$ cat src/rtl/axil_pkg.sv
// rtl/axil_pkg.sv - shared AXI4-Lite response codes and initiator FSM states
package axil_pkg;

    localparam logic [1:0] AXIL_RESP_OKAY   = 2'b00;
    localparam logic [1:0] AXIL_RESP_EXOKAY = 2'b01;
    localparam logic [1:0] AXIL_RESP_SLVERR = 2'b10;
    localparam logic [1:0] AXIL_RESP_DECERR = 2'b11;

    typedef enum logic [2:0] {
        IDLE,
        WRITE,
        WRESP,
        READ,
        RDATA,
        RSP
    } axil_state_t;

endpackage

$ cat src/rtl/axi_lite_master.sv
// rtl/axi_lite_master.sv - single-outstanding AXI4-Lite initiator fed by a valid/ready command port
module axi_lite_master
    import axil_pkg::*;
#(
    parameter int         DATA_WIDTH = 32,
    parameter int         ADDR_WIDTH = 16,
    parameter int         STRB_WIDTH = DATA_WIDTH / 8,
    parameter logic [2:0] PROT       = 3'b000
) (
    input  logic                  clk,
    input  logic                  rst,

    input  logic                  cmd_valid,
    output logic                  cmd_ready,
    input  logic                  cmd_write,
    input  logic [ADDR_WIDTH-1:0] cmd_addr,
    input  logic [DATA_WIDTH-1:0] cmd_wdata,
    input  logic [STRB_WIDTH-1:0] cmd_wstrb,

    output logic                  rsp_valid,
    input  logic                  rsp_ready,
    output logic                  rsp_write,
    output logic [DATA_WIDTH-1:0] rsp_rdata,
    output logic [1:0]            rsp_resp,

    output logic [ADDR_WIDTH-1:0] m_axil_awaddr,
    output logic [2:0]            m_axil_awprot,
    output logic                  m_axil_awvalid,
    input  logic                  m_axil_awready,
    output logic [DATA_WIDTH-1:0] m_axil_wdata,
    output logic [STRB_WIDTH-1:0] m_axil_wstrb,
    output logic                  m_axil_wvalid,
    input  logic                  m_axil_wready,
    input  logic [1:0]            m_axil_bresp,
    input  logic                  m_axil_bvalid,
    output logic                  m_axil_bready,
    output logic [ADDR_WIDTH-1:0] m_axil_araddr,
    output logic [2:0]            m_axil_arprot,
    output logic                  m_axil_arvalid,
    input  logic                  m_axil_arready,
    input  logic [DATA_WIDTH-1:0] m_axil_rdata,
    input  logic [1:0]            m_axil_rresp,
    input  logic                  m_axil_rvalid,
    output logic                  m_axil_rready
);

    axil_state_t state, state_next;

    logic [ADDR_WIDTH-1:0] addr_q;
    logic [DATA_WIDTH-1:0] wdata_q;
    logic [STRB_WIDTH-1:0] wstrb_q;
    logic                  write_q;
    logic                  aw_done;
    logic                  w_done;

    logic cmd_hs;
    logic aw_hs;
    logic w_hs;

    // Every handshake-facing output decodes registered state only.
    assign cmd_ready      = (state == IDLE);
    assign rsp_valid      = (state == RSP);
    assign m_axil_awvalid = (state == WRITE) && !aw_done;
    assign m_axil_wvalid  = (state == WRITE) && !w_done;
    assign m_axil_bready  = (state == WRESP);
    assign m_axil_arvalid = (state == READ);
    assign m_axil_rready  = (state == RDATA);

    assign m_axil_awaddr  = addr_q;
    assign m_axil_araddr  = addr_q;
    assign m_axil_wdata   = wdata_q;
    assign m_axil_wstrb   = wstrb_q;
    assign m_axil_awprot  = PROT;
    assign m_axil_arprot  = PROT;

    assign cmd_hs = cmd_valid && cmd_ready;
    assign aw_hs  = m_axil_awvalid && m_axil_awready;
    assign w_hs   = m_axil_wvalid && m_axil_wready;

    always_ff @(posedge clk) begin
        if (rst) begin
            state <= IDLE;
        end else begin
            state <= state_next;
        end
    end

    always_comb begin
        state_next = state;
        unique case (state)
            IDLE:    if (cmd_valid) state_next = cmd_write ? WRITE : READ;
            WRITE:   if ((aw_done || aw_hs) && (w_done || w_hs)) state_next = WRESP;
            WRESP:   if (m_axil_bvalid) state_next = RSP;
            READ:    if (m_axil_arready) state_next = RDATA;
            RDATA:   if (m_axil_rvalid) state_next = RSP;
            RSP:     if (rsp_ready) state_next = IDLE;
            default: state_next = IDLE;
        endcase
    end

    always_ff @(posedge clk) begin
        if (rst) begin
            addr_q    <= '0;
            wdata_q   <= '0;
            wstrb_q   <= '0;
            write_q   <= 1'b0;
            aw_done   <= 1'b0;
            w_done    <= 1'b0;
            rsp_write <= 1'b0;
            rsp_rdata <= '0;
            rsp_resp  <= AXIL_RESP_OKAY;
        end else begin
            if (cmd_hs) begin
                addr_q  <= cmd_addr;
                wdata_q <= cmd_wdata;
                wstrb_q <= cmd_wstrb;
                write_q <= cmd_write;
                aw_done <= 1'b0;
                w_done  <= 1'b0;
            end
            if (aw_hs) begin
                aw_done <= 1'b1;
            end
            if (w_hs) begin
                w_done <= 1'b1;
            end
            if ((state == WRESP) && m_axil_bvalid) begin
                rsp_write <= write_q;
                rsp_rdata <= '0;
                rsp_resp  <= m_axil_bresp;
            end
            if ((state == RDATA) && m_axil_rvalid) begin
                rsp_write <= write_q;
                rsp_rdata <= m_axil_rdata;
                rsp_resp  <= m_axil_rresp;
            end
        end
    end

endmodule

$ cat config.mk
export PLATFORM = sky130hd
export DESIGN_NAME = axi_lite_master
export DESIGN_NICKNAME = d
export VERILOG_FILES = /design/src/rtl/axil_pkg.sv /design/src/rtl/axi_lite_master.sv
export SDC_FILE = /design/constraint.sdc
export NUM_CORES = 1
export LEC_CHECK = 0
export CORE_UTILIZATION = 38
export DETAILED_ROUTE_END_ITERATION = 12
export GPL_TIMING_DRIVEN = 0
export PLACE_DENSITY = 0.83
export SKIP_LAST_GASP = 1
export SYNTH_ARGS = -nofsm -noshare
export SYNTH_HDL_FRONTEND = slang
export SYNTH_SLANG_ARGS = --single-unit
$ cat constraint.sdc
create_clock -name clk -period 1.7 [get_ports clk]
set_clock_uncertainty 0.05 [all_clocks]
set_input_delay 0.255 -clock clk [delete_from_list [all_inputs] [get_ports clk]]
set_output_delay 0.255 -clock clk [all_outputs]
set_load 0.01 [all_outputs]
# After elaboration in Yosys (flattened, before gate mapping)
# Index checks and enable logic that the tools add are counted.
dict set report word_totals {
  regBits 93
  latch_bits 0
  ram_bits 0
  mem_bits_ro 0
  inputBits 98
  out_inout_bits 116
  word_cells 55
  memories 0
}
dict set report classes {
  addsub 0
  n_mul 0
  n_div 0
  n_lt_le_gt_ge 0
  eq_ne 11
  n_shift 0
  mux 17
  n_bitwise 0
  n_reduce_logical 17
}
# cell count
set op_table {}
lappend op_table {{$mux 32} 2}
lappend op_table {{$mux 3} 6}
lappend op_table {{$pmux 3 s6} 1}
lappend op_table {{$logic_and 1x1->1} 8}
lappend op_table {{$eq 3x2->1 const B} 2}
lappend op_table {{$eq 3x3->1 const B} 2}
lappend op_table {{$mux 2} 3}
lappend op_table {{$ne 2x1->1 const B} 3}
lappend op_table {{$ne 2x2->1 const B} 3}
lappend op_table {{$reduce_and 6->1} 1}
lappend op_table {{$reduce_bool 2->1} 3}
lappend op_table {{$mux 1} 5}
lappend op_table {{$eq 3x1->1 const B} 1}
lappend op_table {{$logic_not 3->1} 1}
lappend op_table {{$logic_not 1->1} 2}
lappend op_table {{$logic_or 1x1->1} 2}

# Depth between registers and ports, before layout
dict set report depth {
  depth_word 7
  mapped_depth 7
  ltp_nobuf 4
}

# Worst setup path after synthesis
# OpenSTA, ideal clock, no wires.
dict set report synth_timing {
  kind {flip-flop to flip-flop}
  start {reg state[1]}
  end {reg rsp_resp[0]}
  setup_time_ns 0.128
  t_arrival_ns 1.228
  t_required_ns 1.522
  path_slack_ns 0.295
  stages_incl_launch_ff 6
  n_path_buf 1
  period_less_slack_ns 1.405
  path_cell_list {dfxtp_1 -> nor4bb_1 -> buf_2 -> mux2_1 -> mux2i_1 -> nor2_1}
}
dict set report synth_between {
  elab_chain_len 3
  elab_cells_between_ends 6
  cone_classes {eq/ne: 2; mux: 1; reduce/logical: 3}
}
# item line
set synth_rtl {}
lappend synth_rtl {{start, declared} axi_lite_master.sv:47} ;# axil_state_t state, state_next;
lappend synth_rtl {{start signal, assigned} axi_lite_master.sv:84} ;# state <= state_next;
lappend synth_rtl {{$eq 3x3->1 / $eq 3x2->1 (equally long branches)} {axi_lite_master.sv:132, axi_lite_master.sv:127}}
lappend synth_rtl {{$logic_and 1x1->1 (on tied branches)} {axi_lite_master.sv:132, axi_lite_master.sv:127}}
lappend synth_rtl {{$mux 2 / $reduce_bool 2->1 (equally long branches)} -}
lappend synth_rtl {{end signal, assigned} axi_lite_master.sv:130} ;# rsp_resp <= m_axil_bresp;
lappend synth_rtl {{end signal, assigned} axi_lite_master.sv:135} ;# rsp_resp <= m_axil_rresp;
lappend synth_rtl {{end, declared} axi_lite_master.sv:24} ;# output logic [1:0] rsp_resp,
# Several ways; a longest one is shown, not always the timed one.
# A chain may end at the register's enable or synchronous reset.

# Final worst setup path
dict set report layout_timing {
  start {reg state[0]}
  end {reg rsp_resp[0]}
}
# The elaborated chain is that of the path after synthesis.

==> impl_metrics.yaml <==
sta:
  hold_viol: 0
  max_freq_mhz: 590.2
  finalCriticalPeriod_ns: 1.694
  setup_viol: 0
  period_share_pct: 99.67
  hold_ws_ns: 0.3966
  rsz0062_at_grt: "true"
  finalSetupTns_ns: 0
  drv_slew: 0
layout:
  drive_gt1_share_pct: 17.48
  fin_nets: 751
  utilization_pct: 66.88
  n_fill_cell: 760
  syn2layout_area_growth_pct: 67.93
  diodes: 0
  instances_no_fill: 787
outcome:
  status: "completed"
die:
  die_y_um: 101.3
  boundaryPins: 214
  num_rows: 35
  core_um2: 9415
  initial_utilization_pct: 39.83
  die_area_um2: 10270
  die_x_um: 101.3
global_routing:
  grt_pass1_wl_um: 17060
  grt_pass1_vias: 3501
  antenna_found_initial: 0
  grt-ovfl-total: 0
  grt_usage_pct: 21.29
  grt_max_degree: 17
routing:
  vias: 3775
  drc: 0
  avgViaCountPerCell: 4.797
  drt-total-wl_um: 11250
  drt-initial-drc-count: 105
  first_pass_iters: 4
  wl_per_cell_um: 14.30
  ant_nets: 0
synth:
  syn_area_um2: 3750
  synth_flop_cell: "dfxtp_1"
  synth_most_common_cell: "nand2_1"
  synth_seq_area_share_pct: 49.65
  synth_commonest_cells: "110 x nand2_1, 93 x dfxtp_1, 57 x a21oi_1"
  avgSynthCellArea_um2: 8.886
  synth_area_leaders: "dfxtp_1 50%, nand2_1 11%, a21oi_1 7.6%"
  async_flop_share_pct: 0
  yosys.area.top_type: "dfxtp_1"
  synth_top_area_share_pct: 49.65
  synth-seq-cells: 93
  synth-edff-count: 0
  synth_cell_types: 33
  netlist_instances: 422
  yosys_warnings: 0
setup_path:
  critPathCaptureType: "register"
  required_ns: 1.88
  path_class: "register to register"
  path_max_fanout: 6
  crit_arrival_ns: 1.87
  worstSetupStartpointType: "register"
cts:
  cts-root-buf: "clkbuf_8"
  numCtsBuffers: 9
  htree_levels: 3
  clk_latency_ns: 0.34
  cts_buffer_depth: 2
  clkSlewWorstSetupHoldPaths_ns: 0.09
  clock_sinks: 93
  cts_tree: "yes"
worst_hold_path:
  hold_class: "input port to register"
placement:
  portBuffers: 207
  dp_hpwl_um: 8585
  placed_cells: 763
  routabilityCongestion: 0.8181
power:
  ir_drop_uv: 576.0
  p_leak_nw: 2.409
  power.density_nw_per_um2: 1176
job:
  cap_violations: 0
==> per-stage QoR <==
stage / instance area [µm²] / total power (W) / setup WS [ns]
after floorplan: 3769 / 0.004395 / 0.2947
after global placement: 6002 / 0.005732 / -0.3042
after detailed placement: 6002 / 0.005834 / -0.3594
after CTS: 6238 / 0.007386 / -0.08161
after global routing: 6297 / 0.007856 / -0.06962
final: 6297 / 0.007406 / 0.005626
==> timing repair <==
item / 4_1_cts / 5_1_grt
setup endpoints to repair: 7 / 98
cloned: 0 / 0
setup buffers: 4 / 4
gates resized for setup: 27 / 25
pin swaps: 0 / 1
hold buffers: 0 / 0
==> registers in the layout, indices dropped and copies added, names as in the netlist <==
register / count
m_axil_wdata: 32
w_done: 1
aw_done: 1
rsp_rdata: 32
rsp_write: 1
write_q: 1
rsp_resp: 2
m_axil_araddr: 16
state: 3
m_axil_wstrb: 4
==> final timing paths <==
kind | end | depth (start not counted) | startpoint | slack (ns)
hold / removal | m_axil_araddr[15] | 3 | cmd_addr[15] | 0.40
setup / recovery | rsp_resp[0] | 6 | state[0] | 0.006
hold reg to reg | m_axil_wdata[20] | 2 | m_axil_wdata[20] | 0.41
setup reg to reg | rsp_resp[0] | 6 | state[0] | 0.006
==> cell type report <==
type | count | area [µm²] | share of cell area [%]
inverter | 2 | 7.507 | 0.1192
timing repair buffer | 215 | 2123 | 33.72
buffer | 54 | 426.7 | 6.775
sequential | 93 | 1886 | 29.94
clock buffer | 10 | 127.6 | 2.027
multi-input combinational | 278 | 1495 | 23.74
tap | 129 | 161.4 | 2.563
clock inverter | 6 | 70.07 | 1.113
==> critical path: stages (launching register included) <==
cell and delay (ns):
dfxtp_4 0.35, buf_4 0.14, nor4bb_1 0.29, buf_4 0.20, mux2_1 0.34, mux2i_1 0.16
nor2_1 0.06
==> where the power goes <==
| part | total [W] | leakage, nW | switching, W | internal (W) |
|---|---|---|---|---|
| registers | 0.00277 | 0.764 | 0.000220 | 0.00255 |
| logic | 0.00314 | 1.54 | 0.00142 | 0.00172 |
| clock network | 0.00150 | 0.102 | 0.000801 | 0.000698 |
==> layer usage <==
layer  GRT usage, %  wire length [µm]  share of wire (%)  vias up
met3          4.624               682                6.1       20
met1          24.52              4424                 39     1762
met4          7.358               225                2.0        0
li1               -                 -                  -     1848
met5              0                 0                  0        -
met2          38.83              5921                 53      145
==> cells by family after synthesis <==
family	share of synthesized area, %
and+or+nand+nor	18.72
AOI/OAI and AO/OA	18.65
DFF	49.65
buffers and inverters	11.21
muxes	1.668
other	0.1000
==> cells in the final DEF (no fill, tap or decap), types with 6 or more instances in the layout <==
master,count
clkdlybuf4s50_1,199
nand2_1,110
dfxtp_1,78
a21oi_1,57
nor2_1,40
buf_4,34
a22oi_2,20
buf_6,16
dfxtp_2,13
a22oi_1,12
clkbuf_1,10
clkbuf_8,9
conb_1,6
Note: power is estimated with default switching activity, not from simulation.
